===== config.mk =====
export PLATFORM = sky130hd
export DESIGN_NAME = led_pattern_driver_flat
export DESIGN_NICKNAME = d
export VERILOG_FILES = /design/src/rtl/led_pkg.sv /design/src/rtl/led_pattern_driver_if.sv /design/src/rtl/led_tick_gen.sv /design/src/rtl/led_pattern_driver.sv /design/src/flat_wrapper.sv
export SDC_FILE = /design/constraint.sdc
export NUM_CORES = 1
export LEC_CHECK = 0
export CORE_AREA = 2 2 91 93
export CTS_CLUSTER_DIAMETER = 40
export DETAILED_ROUTE_END_ITERATION = 8
export DIE_AREA = 0 0 93 95
export GPL_TIMING_DRIVEN = 0
export HOLD_SLACK_MARGIN = 0.03
export MAX_ROUTING_LAYER = met4
export PLACE_DENSITY = 0.87
export SLEW_MARGIN = 20
export SYNTH_ARGS = -nofsm -noshare
export SYNTH_HDL_FRONTEND = slang
export SYNTH_HIERARCHICAL = 1
export SYNTH_SLANG_ARGS = --single-unit

===== constraint.sdc =====
create_clock -name clk -period 8.2 [get_ports clk]
set_clock_uncertainty 0.15 [all_clocks]
set_input_delay 2.46 -clock clk [delete_from_list [all_inputs] [get_ports clk]]
set_output_delay 2.46 -clock clk [all_outputs]
set_load 0.01 [all_outputs]

===== src/rtl/led_pkg.sv =====
// Shared types and constants for the LED pattern driver.
package led_pkg;

  typedef enum logic [1:0] {
    MODE_STATIC = 2'd0,
    MODE_BLINK  = 2'd1,
    MODE_CHASE  = 2'd2,
    MODE_BOUNCE = 2'd3
  } led_mode_t;

  localparam int PERIOD_W = 16;

endpackage


===== src/rtl/led_pattern_driver_if.sv =====
// Configuration handshake: the host is master, the driver is slave.
interface led_pattern_driver_if #(
  parameter int N_LEDS   = 5,
  parameter int PWM_BITS = 4
);
  import led_pkg::*;

  logic                cfg_valid;
  logic                cfg_ready;
  led_mode_t           cfg_mode;
  logic [N_LEDS-1:0]   cfg_pattern;
  logic [PERIOD_W-1:0] cfg_period;
  logic [PWM_BITS-1:0] cfg_duty;

  modport master (
    output cfg_valid, cfg_mode, cfg_pattern, cfg_period, cfg_duty,
    input  cfg_ready
  );

  modport slave (
    input  cfg_valid, cfg_mode, cfg_pattern, cfg_period, cfg_duty,
    output cfg_ready
  );
endinterface


===== src/rtl/led_tick_gen.sv =====
// Prescaler: one-cycle tick every CLK_HZ/TICK_HZ clocks, restartable via clr_i.
module led_tick_gen #(
  parameter int CLK_HZ  = 12000000,
  parameter int TICK_HZ = 1000
) (
  input  logic clk,
  input  logic rst_n,
  input  logic clr_i,
  output logic tick_o
);
  localparam int DIV   = CLK_HZ / TICK_HZ;
  localparam int CNT_W = $clog2(DIV);

  logic [CNT_W-1:0] cnt_q, cnt_d;

  assign tick_o = (cnt_q == CNT_W'(DIV - 1));

  always_comb begin
    cnt_d = cnt_q + CNT_W'(1);
    if (clr_i || tick_o) cnt_d = '0;
  end

  always_ff @(posedge clk or negedge rst_n) begin
    if (!rst_n) cnt_q <= '0;
    else        cnt_q <= cnt_d;
  end
endmodule


===== src/rtl/led_pattern_driver.sv =====
// N-channel LED driver: static/blink/chase/bounce patterns with PWM dimming.
// Define LED_ACTIVE_LOW_EN to invert the leds output register (1 = dark).
module led_pattern_driver
  import led_pkg::*;
#(
  parameter int                N_LEDS        = 5,
  parameter int                CLK_HZ        = 12000000,
  parameter int                TICK_HZ       = 1000,
  parameter int                PWM_BITS      = 4,
  parameter logic [N_LEDS-1:0] RESET_PATTERN = 5'b10101
) (
  input  logic                 clk,
  input  logic                 rst_n,
  led_pattern_driver_if.slave  cfg,
  output logic                 step,
  output logic [N_LEDS-1:0]    leds
);
  localparam int              POS_W   = (N_LEDS > 1) ? $clog2(N_LEDS) : 1;
  localparam logic [POS_W-1:0] POS_MAX = POS_W'(N_LEDS - 1);
`ifdef LED_ACTIVE_LOW_EN
  localparam logic [N_LEDS-1:0] LEDS_RST = '1;
`else
  localparam logic [N_LEDS-1:0] LEDS_RST = '0;
`endif

  led_mode_t           mode_q, mode_d;
  logic [N_LEDS-1:0]   pattern_q, pattern_d;
  logic [PERIOD_W-1:0] period_q, period_d;
  logic [PWM_BITS-1:0] duty_q, duty_d;
  logic [PERIOD_W-1:0] tmr_q, tmr_d;
  logic [PWM_BITS-1:0] pwm_q, pwm_d;
  logic [N_LEDS-1:0]   chase_q, chase_d;
  logic [POS_W-1:0]    pos_q, pos_d;
  logic [N_LEDS-1:0]   leds_q, leds_d;
  logic                ready_q, ready_d;
  logic                step_q, step_d;
  logic                phase_q, phase_d;
  logic                dir_up_q, dir_up_d;

  logic                accept, tick, gate;
  logic [PERIOD_W-1:0] last_tick;
  logic [N_LEDS-1:0]   chase_rot, onehot, raw;

  assign accept = cfg.cfg_valid & ready_q;

  led_tick_gen #(.CLK_HZ(CLK_HZ), .TICK_HZ(TICK_HZ)) u_tick (
    .clk    (clk),
    .rst_n  (rst_n),
    .clr_i  (accept),
    .tick_o (tick)
  );

  generate
    if (N_LEDS > 1) begin : g_rot
      assign chase_rot = {chase_q[N_LEDS-2:0], chase_q[N_LEDS-1]};
    end else begin : g_norot
      assign chase_rot = chase_q;
    end
  endgenerate

  // A programmed period of 0 behaves like 1.
  assign last_tick = (period_q == '0) ? '0 : period_q - PERIOD_W'(1);

  always_comb begin
    mode_d    = mode_q;
    pattern_d = pattern_q;
    period_d  = period_q;
    duty_d    = duty_q;
    tmr_d     = tmr_q;
    chase_d   = chase_q;
    pos_d     = pos_q;
    phase_d   = phase_q;
    dir_up_d  = dir_up_q;
    ready_d   = 1'b1;
    step_d    = 1'b0;
    pwm_d     = pwm_q + PWM_BITS'(1);

    if (tick) begin
      step_d = (tmr_q == last_tick);
      tmr_d  = step_d ? '0 : tmr_q + PERIOD_W'(1);
    end

    if (step_q) begin
      phase_d = ~phase_q;
      chase_d = chase_rot;
      if (N_LEDS > 1) begin
        if (dir_up_q) begin
          if (pos_q == POS_MAX) begin
            pos_d    = pos_q - POS_W'(1);
            dir_up_d = 1'b0;
          end else begin
            pos_d = pos_q + POS_W'(1);
          end
        end else begin
          if (pos_q == '0) begin
            pos_d    = pos_q + POS_W'(1);
            dir_up_d = 1'b1;
          end else begin
            pos_d = pos_q - POS_W'(1);
          end
        end
      end
    end

    // A new configuration overrides any coincident step and restarts all timing.
    if (accept) begin
      mode_d    = cfg.cfg_mode;
      pattern_d = cfg.cfg_pattern;
      period_d  = cfg.cfg_period;
      duty_d    = cfg.cfg_duty;
      tmr_d     = '0;
      step_d    = 1'b0;
      phase_d   = 1'b0;
      chase_d   = cfg.cfg_pattern;
      pos_d     = '0;
      dir_up_d  = 1'b1;
      pwm_d     = '0;
    end

    onehot        = '0;
    onehot[pos_q] = 1'b1;
    case (mode_q)
      MODE_BLINK:  raw = phase_q ? pattern_q : '0;
      MODE_CHASE:  raw = chase_q;
      MODE_BOUNCE: raw = onehot;
      default:     raw = pattern_q;
    endcase

    gate = (duty_q == '1) || (pwm_q < duty_q);
`ifdef LED_ACTIVE_LOW_EN
    leds_d = ~(raw & {N_LEDS{gate}});
`else
    leds_d = raw & {N_LEDS{gate}};
`endif
  end

  always_ff @(posedge clk or negedge rst_n) begin
    if (!rst_n) begin
      mode_q    <= MODE_STATIC;
      pattern_q <= RESET_PATTERN;
      period_q  <= PERIOD_W'(1);
      duty_q    <= '1;
      tmr_q     <= '0;
      pwm_q     <= '0;
      chase_q   <= RESET_PATTERN;
      pos_q     <= '0;
      phase_q   <= 1'b0;
      dir_up_q  <= 1'b1;
      ready_q   <= 1'b0;
      step_q    <= 1'b0;
      leds_q    <= LEDS_RST;
    end else begin
      mode_q    <= mode_d;
      pattern_q <= pattern_d;
      period_q  <= period_d;
      duty_q    <= duty_d;
      tmr_q     <= tmr_d;
      pwm_q     <= pwm_d;
      chase_q   <= chase_d;
      pos_q     <= pos_d;
      phase_q   <= phase_d;
      dir_up_q  <= dir_up_d;
      ready_q   <= ready_d;
      step_q    <= step_d;
      leds_q    <= leds_d;
    end
  end

  assign cfg.cfg_ready = ready_q;
  assign step          = step_q;
  assign leds          = leds_q;
endmodule


===== src/flat_wrapper.sv =====
// flat-port wrapper written by rule: the top's interface ports become plain ports
module led_pattern_driver_flat import led_pkg::*;
#(
  parameter int                N_LEDS        = 5,
  parameter int                CLK_HZ        = 12000000,
  parameter int                TICK_HZ       = 1000,
  parameter int                PWM_BITS      = 4,
  parameter logic [N_LEDS-1:0] RESET_PATTERN = 5'b10101
)
  (clk, rst_n, step, leds, cfg_cfg_valid, cfg_cfg_mode, cfg_cfg_pattern, cfg_cfg_period, cfg_cfg_duty, cfg_cfg_ready);
  led_pattern_driver_if #(.N_LEDS(N_LEDS), .PWM_BITS(PWM_BITS)) cfg_i ();
  input  logic clk;
  input  logic rst_n;
  output logic step;
  output logic [N_LEDS-1:0] leds;
  input wire logic [$bits(cfg_i.cfg_valid)-1:0] cfg_cfg_valid;
  input wire logic [$bits(cfg_i.cfg_mode)-1:0] cfg_cfg_mode;
  input wire logic [$bits(cfg_i.cfg_pattern)-1:0] cfg_cfg_pattern;
  input wire logic [$bits(cfg_i.cfg_period)-1:0] cfg_cfg_period;
  input wire logic [$bits(cfg_i.cfg_duty)-1:0] cfg_cfg_duty;
  output wire logic [$bits(cfg_i.cfg_ready)-1:0] cfg_cfg_ready;
  assign cfg_i.cfg_valid = cfg_cfg_valid;
  assign cfg_i.cfg_mode = cfg_cfg_mode;
  assign cfg_i.cfg_pattern = cfg_cfg_pattern;
  assign cfg_i.cfg_period = cfg_cfg_period;
  assign cfg_i.cfg_duty = cfg_cfg_duty;
  assign cfg_cfg_ready = cfg_i.cfg_ready;
  led_pattern_driver #(.N_LEDS(N_LEDS), .CLK_HZ(CLK_HZ), .TICK_HZ(TICK_HZ), .PWM_BITS(PWM_BITS), .RESET_PATTERN(RESET_PATTERN)) u_core (.clk(clk), .rst_n(rst_n), .cfg(cfg_i), .step(step), .leds(leds));
endmodule

==> impl_metrics.tcl, run 1 <==
set metrics [dict create \
    status "finished clean" \
    synthTopCellsByArea "dfrtp_1 36%, nand2_1 8.8%, dfstp_2 6.9%" \
    vias 3977 \
    setup_tns_ns 0 \
    synth_top_family_by_area "simple AND/OR/NAND/NOR gates" \
    synth.most_common_cell "nand2_1" \
    cts.clk_slew.worst_paths_ns 0.08 \
    worstReg2RegEnd "u_core/tmr_q[9]" \
    first_pass_iters 6 \
    cts-htree-levels 3 \
    peakVddDrop_uv 134 \
    grt_pass1_wl_um 17500 \
    synth_top_cell_by_area "dfrtp_1" \
    cts_setup_buffers 0 \
    boundaryPins 37 \
    setup_viol 0 \
    antenna_cells 0 \
    cp.required_ns 8.28 \
    drt-total-wl_um 10600 \
    synth_common_cells "108 x nand2_1, 66 x dfrtp_1, 38 x nor2_1" \
    die_w_um 93 \
    drive_gt1_share_pct 10.2 \
    die_height_um 95 \
    power.total_mw 1.04 \
    cts_resized 0 \
    period_needed_ns 4.42 \
    hold_path_class "register to register" \
    r2r_cells 13 \
    yosys-mux-area-fraction_pct 2.83 \
    grt_max_degree 48 \
    cts_sinks 78 \
    r2r-start "u_core/period_q[1]" \
    postSynthCellCount 524 \
    synth-compound-area-share_pct 11.9 \
    cp-start-kind "input pin" \
    synth.cell_area_um2 4600 \
    antenna_found_initial 0 \
    critPathCapture "u_core/u_tick/cnt_q[6]" \
    clk_path_buf_depth 2 \
    grt_pass1_vias 3611 \
    ys.flop_type "dfrtp_1" \
    crit_start "cfg_cfg_valid" \
    max_slew_margin_pct 58.1 \
    via_per_inst 5.83 \
    cp.arrival_ns 4.51 \
    rsz0062_at_grt "false" \
    ys_seq_elements 78 \
    path_buf_inv 6 \
    dp_hpwl_um 7570 \
    synthArstFlopShare_pct 100 \
    synthToLayoutAreaGrowth_pct 16.7 \
    finalHoldViolCount 0 \
    wl_per_cell_um 15.5 \
    cellLeakagePower_nw 2.28 \
    crit_fanout 10 \
    powerDensity_nw_per_um2 195 \
    yosysWarnings 6 \
    portBuffers 36 \
    worst_pin_slew_ns 0.623 \
    ys_types 67 \
    gp_congestion 0.930 \
    r2r_setup_slack_ns 4.20 \
    cpPeakStageDelay_ns 0.48 \
    synth-simple-area-share_pct 27.6 \
    cp-end-kind "register" \
    synthAdderAreaFrac_pct 3.27 \
    crit_type "input pin to register" \
    post_cts_hold_buffer_count 0 \
    core_um2 7930 \
    gr-total-overflow 0 \
    insertion_delay_ns 0.35 \
    synth_nets 566 \
    fin_crit_sh_pct 54.0 \
    path_cells "clkdlybuf4s50_1, nand2_1, inv_1, clkbuf_1, buf_1, or2_1, buf_6, buf_12, nor2_2" \
    drv_slew 0 \
    syn_area_per_cell_um2 8.77 \
    fmaxAchievable_mhz 226 \
    drt_iter0_drc 284 \
    cts_root_buf "clkbuf_8" \
    die-area_um2 8840 \
    synth_top_area_share_pct 35.9 \
    worst_path_max_delay_cell "clkdlybuf4s50_1" \
    drc 0 \
    crit_family "buffers and inverters" \
    cts_made_buffers 9 \
    rows 33 \
    layout.nets 614 \
    grtUsageTotal_pct 26.0 \
    start_util_pct 58.0 \
    drtAntennaViolNets 0 \
    synth_xor_area_share_pct 5.93 \
    drv_cap 0 \
    synth_edf_count 0 \
    crit_cells 9 \
    ys_seq_area_share_pct 42.8 \
    cts_tree "done" \
]
-- report_power, final --
group | internal [mW] | total (mW) | switching [mW]
registers | 0.431 | 0.472 | 0.0411
clock network | 0.212 | 0.353 | 0.141
logic | 0.102 | 0.218 | 0.116
-- layer usage --
metal  GRT usage, %  vias up  share of wire [%]
met4           5.02        0               0.93
met1           34.2     1880                 43
li1               -     1915                  -
met2           41.7      170                 49
met5              -        -                  0
met3           6.07       12                6.9
-- cells by family (layout without fill, tap and decap cells) --
logic type / after synthesis / in the layout
mux: 13 / 13
other cells: 1 / 1
simple gates: 257 / 257
buf+inv: 55 / 108
flops: 78 / 78
compound gates: 80 / 80
xor+xnor: 28 / 28
fa+ha+maj: 12 / 12
-- how the worst min path moves through the flow --
stage / endpoint / slack [ns] / depth (start not counted) / from
CTS: u_core/pattern_q[0] / 0.32 / 2 / u_core/pattern_q[0]
finish: u_core/pattern_q[0] / 0.32 / 2 / u_core/pattern_q[0]
global placement: u_core/pattern_q[4] / 0.30 / 2 / u_core/pattern_q[4]
global route: u_core/pattern_q[0] / 0.34 / 2 / u_core/pattern_q[0]
floorplan: u_core/pattern_q[0] / 0.29 / 2 / u_core/pattern_q[0]
detailed placement: u_core/pattern_q[0] / 0.31 / 2 / u_core/pattern_q[0]
-- final cells by class --
class,instances,area [µm²]
buffer,30,165
clock buffer,11,141
clock inverter,5,108
fill,654,2560
inverter,25,93.8
multi-input combinational,391,2370
sequential,78,1970
tap,105,131
timing repair buffer,37,385
-- cells in the final DEF (no fill, tap or decap), drive strengths merged, types with 3 or more instances in the layout --
master / count
nand3: 14
or4: 6
nor4: 10
bufinv: 3
clkbuf: 28
xor2: 8
nand2b: 6
clkdlybuf4s50: 35
or2: 8
mux2i: 13
inv: 25
nor2: 48
xnor2: 18
o21ai: 20
nor3: 12
o31ai: 4
dfstp: 12
a21oi: 9
nand2: 109
o22ai: 7
nor2b: 3
ha: 12
or3: 10
a21o: 3
o311ai: 8
dfrtp: 66
a31oi: 6
and3: 5
nand4: 15
buf: 15
-- state kept, by name, summed over array words and instances, names as in the netlist --
name	cells
u_core/u_tick/cnt_q	14
u_core/period_q	16
u_core/pos_q	3
u_core/cfg.cfg_ready	1
u_core/chase_q	5
u_core/step	1
u_core/pwm_q	4
u_core/pattern_q	5
u_core/phase_q	1
u_core/leds	5
u_core/dir_up_q	1
u_core/mode_q	2
u_core/duty_q	4
u_core/tmr_q	16
-- stage by stage --
step | instance area, µm² | instances | setup WS, ns | hold WS [ns] | utilization [%]
2_1_floorplan | 4600 | 524 | 4.32 | 0.289 | -
3_5_place_dp | 5110 | 666 | 3.44 | 0.308 | 64.5
5_1_grt | 5360 | 682 | 3.69 | 0.345 | 67.6
4_1_cts | 5360 | 682 | 3.81 | 0.321 | 67.6
6_report | 5360 | 682 | 3.78 | 0.320 | 67.6
3_3_place_gp | 5090 | 665 | 1.93 | 0.298 | 64.2
-- worst reg2reg max path, cell delays in order (launching register included) --
cell	delay (ns)
dfrtp_1	0.43
inv_1	0.09
ha_1	0.19
clkbuf_1	0.34
inv_1	0.16
or4_4	0.56
and3_1	0.21
a31o_1	0.18
or4_1	0.38
or4b_1	0.55
buf_2	0.20
nand2_2	0.12
buf_6	0.15
o311ai_1	0.13
Power figures use the tool's default switching activity.
==> run 2, diff against run 1 <==
--- a/config.mk
+++ b/config.mk
@@ -5,14 +5,14 @@
 export SDC_FILE = /design/constraint.sdc
 export NUM_CORES = 1
 export LEC_CHECK = 0
-export CORE_AREA = 2 2 91 93
+export CORE_AREA = 2 2 97 99
 export CTS_CLUSTER_DIAMETER = 40
 export DETAILED_ROUTE_END_ITERATION = 8
-export DIE_AREA = 0 0 93 95
+export DIE_AREA = 0 0 99 101
 export GPL_TIMING_DRIVEN = 0
 export HOLD_SLACK_MARGIN = 0.03
 export MAX_ROUTING_LAYER = met4
-export PLACE_DENSITY = 0.87
+export PLACE_DENSITY = 0.82
 export SLEW_MARGIN = 20
 export SYNTH_ARGS = -nofsm -noshare
 export SYNTH_HDL_FRONTEND = slang
==> constraint.sdc (replaced) <==
create_clock -name clk -period 4.01 [get_ports clk]
set_clock_uncertainty 0.15 [all_clocks]
set_input_delay 1.203 -clock clk [delete_from_list [all_inputs] [get_ports clk]]
set_output_delay 1.203 -clock clk [all_outputs]
set_load 0.01 [all_outputs]
==> run 2 against run 1 <==
- core utilization down 8.1 points
- final area shrank 0.30%
- sequential power rose by 100%
==> impl_metrics.tcl, run 2 (synthesis gave the netlist of run 1 again) <==
set metrics [dict create \
    post_cts_hold_buffer_count 0 \
    crit_fanout 10 \
    gr-total-overflow 0 \
    r2r_setup_slack_ns 0.15 \
    layout_common_cells "108 x nand2_1, 66 x dfrtp_1, 38 x nor2_1" \
    boundaryPins 37 \
    max_slew_margin_pct 58.4 \
    die-area_um2 10000 \
    via_per_inst 5.86 \
    cts_tree "done" \
    cts.clk_slew.worst_paths_ns 0.10 \
    cts_root_buf "clkbuf_8" \
    peakVddDrop_uv 158 \
    drv_cap 0 \
    worst_path_max_delay_cell "or4b_1" \
    drt_iter0_drc 239 \
    gp_congestion 0.915 \
    cts_made_buffers 9 \
    die_w_um 99 \
    fmaxAchievable_mhz 259 \
    die_height_um 101 \
    drv_slew 0 \
    first_pass_iters 5 \
    cpPeakStageDelay_ns 0.53 \
    clk_path_buf_depth 2 \
    finalHoldViolCount 0 \
    reg_top3 "u_core/period_q (16), u_core/tmr_q (16), u_core/u_tick/cnt_q (14)" \
    rows 35 \
    grt_max_degree 57 \
    grt_pass1_vias 3983 \
    synthToLayoutAreaGrowth_pct 16.3 \
    worst_pin_slew_ns 0.616 \
    cp.arrival_ns 3.92 \
    rsz0062_at_grt "false" \
    start_util_pct 51.2 \
    cellLeakagePower_nw 2.27 \
    crit_type "register to register" \
    insertion_delay_ns 0.36 \
    core_um2 8980 \
    layout.nets 617 \
    crit_cells 12 \
    drive_gt1_share_pct 11.4 \
    path_buf_inv 4 \
    cp-start-kind "register" \
    crit_family "simple AND/OR/NAND/NOR gates" \
    cts_sinks 78 \
    cp.required_ns 4.07 \
    r2r-start "u_core/period_q[2]" \
    cp-end-kind "register" \
    drc 0 \
    wl_per_cell_um 16.1 \
    worstReg2RegEnd "u_core/tmr_q[13]" \
    status "finished clean" \
    grt_pass1_wl_um 18600 \
    fillers 766 \
    path_cells "buf_6, or4_1, buf_2, or4_4, and3_1, a31o_1, or4_1, or4b_1, buf_4, buf_6, nand4_1, o311ai_1" \
    portBuffers 36 \
    period_needed_ns 3.86 \
    design_area_um2 5350 \
    cts-htree-levels 3 \
    grtUsageTotal_pct 23.7 \
    fin_crit_sh_pct 96.3 \
    placed_cells 672 \
    powerDensity_nw_per_um2 372 \
    r2r_cells 12 \
    layout_commonest_cell "nand2_1" \
    critPathCapture "u_core/tmr_q[13]" \
    antenna_found_initial 0 \
    hold_path_class "register to register" \
    vias 4046 \
    setup_viol 0 \
    setup_tns_ns 0 \
    crit_start "u_core/period_q[2]" \
    dp_hpwl_um 8080 \
    dpl-instance-area_um2 5120 \
    finalNonFillerCells 691 \
    drtAntennaViolNets 0 \
    drt-total-wl_um 11100 \
    antenna_cells 0 \
]
-- run 2: changes by cell type in the layout (fill, tap and decap cells not counted) --
| cell | before | now |
|---|---|---|
| bufinv_16 | 3 | 0 |
| clkbuf_8 | 10 | 9 |
| clkinv_4 | 2 | 1 |
| clkinvlp_4 | 0 | 2 |
| clkbuf_2 | 0 | 1 |
| buf_4 | 2 | 6 |
| nor4_2 | 1 | 2 |
| buf_2 | 2 | 1 |
| clkbuf_1 | 18 | 16 |
| nor3_2 | 0 | 1 |
| inv_6 | 0 | 2 |
| nor3_1 | 12 | 11 |
| inv_8 | 0 | 2 |
| nor4_1 | 8 | 7 |
-- run 2: power by group --
group          internal (mW)  switching [mW]  total [mW]
registers              0.882          0.0828       0.964
clock network          0.239           0.329       0.567
logic                  0.217           0.241       0.458
total                   1.34           0.652        1.99
-- run 2: what timing repair did --
item / CTS / global route
endpoints found under the hold margin: 0 / 0
buffers inserted: 0 / 3
setup endpoints to repair: 0 / 15
resized for setup: 0 / 6
-- run 2: how the worst min path moves through the flow --
stage | from | slack, ns | cells past startpoint | endpoint
after global routing | u_core/pattern_q[2] | 0.35 | 2 | u_core/pattern_q[2]
after global placement | u_core/pattern_q[0] | 0.30 | 2 | u_core/pattern_q[0]
final | u_core/pattern_q[4] | 0.32 | 2 | u_core/pattern_q[4]
after floorplan | u_core/pattern_q[0] | 0.29 | 2 | u_core/pattern_q[0]
after CTS | u_core/pattern_q[4] | 0.32 | 2 | u_core/pattern_q[4]
after detailed placement | u_core/pattern_q[4] | 0.30 | 2 | u_core/pattern_q[4]
-- run 2: through the flow --
step / worst slack, ns / hold WS, ns / power (mW) / utilization, %
after floorplan: 0.395 / 0.289 / 1.25 / -
after global placement: -1.08 / 0.299 / 1.40 / 56.8
after detailed placement: 0.159 / 0.302 / 1.42 / 57.0
after CTS: 0.0751 / 0.318 / 1.99 / 59.1
after global routing: 0.00133 / 0.347 / 2.11 / 59.6
final: 0.148 / 0.317 / 1.99 / 59.6
-- run 2: layout make-up --
type / instances / area, µm² / area share [%]
inverter: 25 / 93.8 / 1.76
clock buffer: 9 / 124 / 2.32
buffer: 30 / 169 / 3.16
multi-input combinational: 391 / 2380 / 44.6
clock inverter: 7 / 63.8 / 1.19
sequential: 78 / 1970 / 36.8
tap: 111 / 139 / 2.60
timing repair buffer: 40 / 408 / 7.63
-- run 2: tightest hold or removal path: cells and delay by family, from the launching register on --
family / cells / cell delay [ns]
simple gates: 2 / 0.10
flops: 1 / 0.38
-- run 2: per-layer routing --
layer	global-route usage, %	wire length, µm
met5	-	0
met2	38.8	5390
met3	3.54	701
met4	8.96	237
met1	30.1	4810
==> run 3, diff against run 2 <==
--- a/config.mk
+++ b/config.mk
@@ -5,14 +5,13 @@
 export SDC_FILE = /design/constraint.sdc
 export NUM_CORES = 1
 export LEC_CHECK = 0
-export CORE_AREA = 2 2 97 99
+export CORE_AREA = 2 2 115 83
 export CTS_CLUSTER_DIAMETER = 40
 export DETAILED_ROUTE_END_ITERATION = 8
-export DIE_AREA = 0 0 99 101
+export DIE_AREA = 0 0 117 85
 export GPL_TIMING_DRIVEN = 0
 export HOLD_SLACK_MARGIN = 0.03
-export MAX_ROUTING_LAYER = met4
-export PLACE_DENSITY = 0.82
+export PLACE_DENSITY = 0.83
 export SLEW_MARGIN = 20
 export SYNTH_ARGS = -nofsm -noshare
 export SYNTH_HDL_FRONTEND = slang
==> run 3 against run 2 <==
- first-iteration DRC count grew 54%
- fmax shrank 0.51%
- sequential power grew 1%
- flip-flop and latch count is the same
- clock-buffer cell count grew 1
- total power grew 13%
- hold slack gained 0.0017 ns
- clock power grew 40%
- die area shrank 0.54%
- core utilization grew 1.9 points
- final area grew 2.2%
==> impl_metrics.tcl, run 3 (synthesis gave the netlist of run 1 again) <==
set metrics [dict create \
    worst_pin_slew_ns 0.609 \
    power.total_mw 2.24 \
    hold_path_class "register to register" \
    layout.nets 617 \
    grt_pass1_vias 3835 \
    dp_hpwl_um 8620 \
    drtAntennaViolNets 0 \
    grt_max_degree 59 \
    cts.clk_slew.worst_paths_ns 0.06 \
    reg_top3 "u_core/period_q (16), u_core/tmr_q (16), u_core/u_tick/cnt_q (14)" \
    drc 0 \
    finalHoldViolCount 0 \
    wl_per_cell_um 16.5 \
    drv_slew 0 \
    clk_path_buf_depth 2 \
    cts_sinks 78 \
    die_w_um 117 \
    powerDensity_nw_per_um2 410 \
    antenna_found_initial 1 \
    r2r-start "u_core/period_q[2]" \
    period_needed_ns 3.88 \
    worstReg2RegEnd "u_core/tmr_q[9]" \
    cts-htree-levels 3 \
    gr-total-overflow 0 \
    fillers 756 \
    cts_made_buffers 9 \
    fin_crit_sh_pct 96.8 \
    drt-total-wl_um 11600 \
    cts_root_buf "clkbuf_16" \
    boundaryPins 37 \
    crit_family "simple AND/OR/NAND/NOR gates" \
    rows 29 \
    die-area_um2 9950 \
    cellLeakagePower_nw 2.32 \
    portBuffers 36 \
    r2r_cells 12 \
    first_pass_iters 5 \
    gp_congestion 0.974 \
    cts_tree "done" \
    start_util_pct 51.7 \
    fmaxAchievable_mhz 258 \
    setup_viol 0 \
    rsz0062_at_grt "false" \
    min_from "u_core/pattern_q[2]" \
    vias 4037 \
    worst_path_max_delay_cell "or4_1" \
    hold_end "u_core/pattern_q[2]" \
    r2r_setup_slack_ns 0.13 \
    placed_cells 685 \
    die_height_um 85 \
    finalNonFillerCells 705 \
    grt_pass1_wl_um 19100 \
    drive_gt1_share_pct 11.2 \
    cp.required_ns 4.07 \
    crit_fanout 10 \
    grtUsageTotal_pct 24.9 \
    hold_depth 2 \
    max_slew_margin_pct 59.4 \
    layout_common_cells "108 x nand2_1, 66 x dfrtp_1, 38 x nor2_1" \
    cp.arrival_ns 3.94 \
    status "finished clean" \
    cp-start-kind "register" \
    drt_iter0_drc 367 \
    via_per_inst 5.73 \
    insertion_delay_ns 0.34 \
    cp-end-kind "register" \
    peakVddDrop_uv 318 \
    final.setup.worst_slack_ns 0.128 \
    layout_commonest_cell "nand2_1" \
    crit_type "register to register" \
    core_um2 8890 \
    path_cells "buf_6, or4_1, buf_2, or4_4, and3_1, a31o_1, or4_1, or4b_1, buf_2, nand2_2, buf_6, o311ai_1" \
    utilization_pct 61.5 \
    design_area_um2 5470 \
    synthToLayoutAreaGrowth_pct 18.9 \
    dpl-instance-area_um2 5140 \
    drv_cap 0 \
    cpPeakStageDelay_ns 0.51 \
    path_buf_inv 4 \
    pre_cts_slack_ns 0.0866 \
]
[run 3: what timing repair did]
action / CTS / global route
endpoints found under the setup margin: 0 / 16
resized for setup: 0 / 5
hold buffers: 0 / 0
setup buffers: 0 / 3
[run 3: cell type report]
| class | count | area (µm²) | share of cell area (%) |
|---|---|---|---|
| repair buffers | 40 | 408 | 7.46 |
| flip-flops and latches | 78 | 1970 | 36.0 |
| well taps | 124 | 155 | 2.84 |
| clock inverters | 6 | 61.3 | 1.12 |
| inverters | 25 | 93.8 | 1.72 |
| clock buffers | 10 | 229 | 4.19 |
| multi-input cells | 391 | 2380 | 43.6 |
| diodes | 1 | 2.50 | 0.0458 |
| plain buffers | 30 | 166 | 3.04 |
[run 3: metrics by stage]
| stage | setup TNS [ns] | hold slack [ns] |
|---|---|---|
| finish | 0 | 0.319 |
| global route | 0 | 0.347 |
| CTS | 0 | 0.319 |
| detailed placement | 0 | 0.308 |
| global placement | -74.17 | 0.299 |
| floorplan | 0 | 0.289 |
[run 3: worst max path at each step]
stage | startpoint | endpoint | slack (ns) | depth (start not counted)
final | u_core/period_q[2] | u_core/tmr_q[9] | 0.13 | 12
after global routing | u_core/period_q[6] | u_core/tmr_q[11] | 0.03 | 11
after CTS | u_core/period_q[2] | u_core/tmr_q[9] | 0.06 | 12
after detailed placement | u_core/period_q[6] | u_core/tmr_q[9] | 0.09 | 11
after global placement | rst_n | u_core/chase_q[1] | -1.10 | 1
after floorplan | u_core/period_q[2] | u_core/tmr_q[8] | 0.40 | 12
[run 3: per-layer routing]
metal | vias up | global-route usage (%) | wire length [µm]
li1 | 1930 | - | -
met1 | 1912 | 35.2 | 5150
met2 | 179 | 37.2 | 5270
met3 | 16 | 7.79 | 1090
met4 | 0 | 6.74 | 133
met5 | - | 0 | 0
[run 3: worst min-delay path: stages (launching register included)]
cell and delay [ns]:
dfstp_2 0.37, nand2_1 0.05, nand2_1 0.05
[run 3: where the power goes]
part / total (mW) / internal [mW] / switching, mW
registers: 0.974 / 0.884 / 0.0896
logic: 0.473 / 0.217 / 0.256
clock network: 0.794 / 0.480 / 0.314
total: 2.24 / 1.58 / 0.660
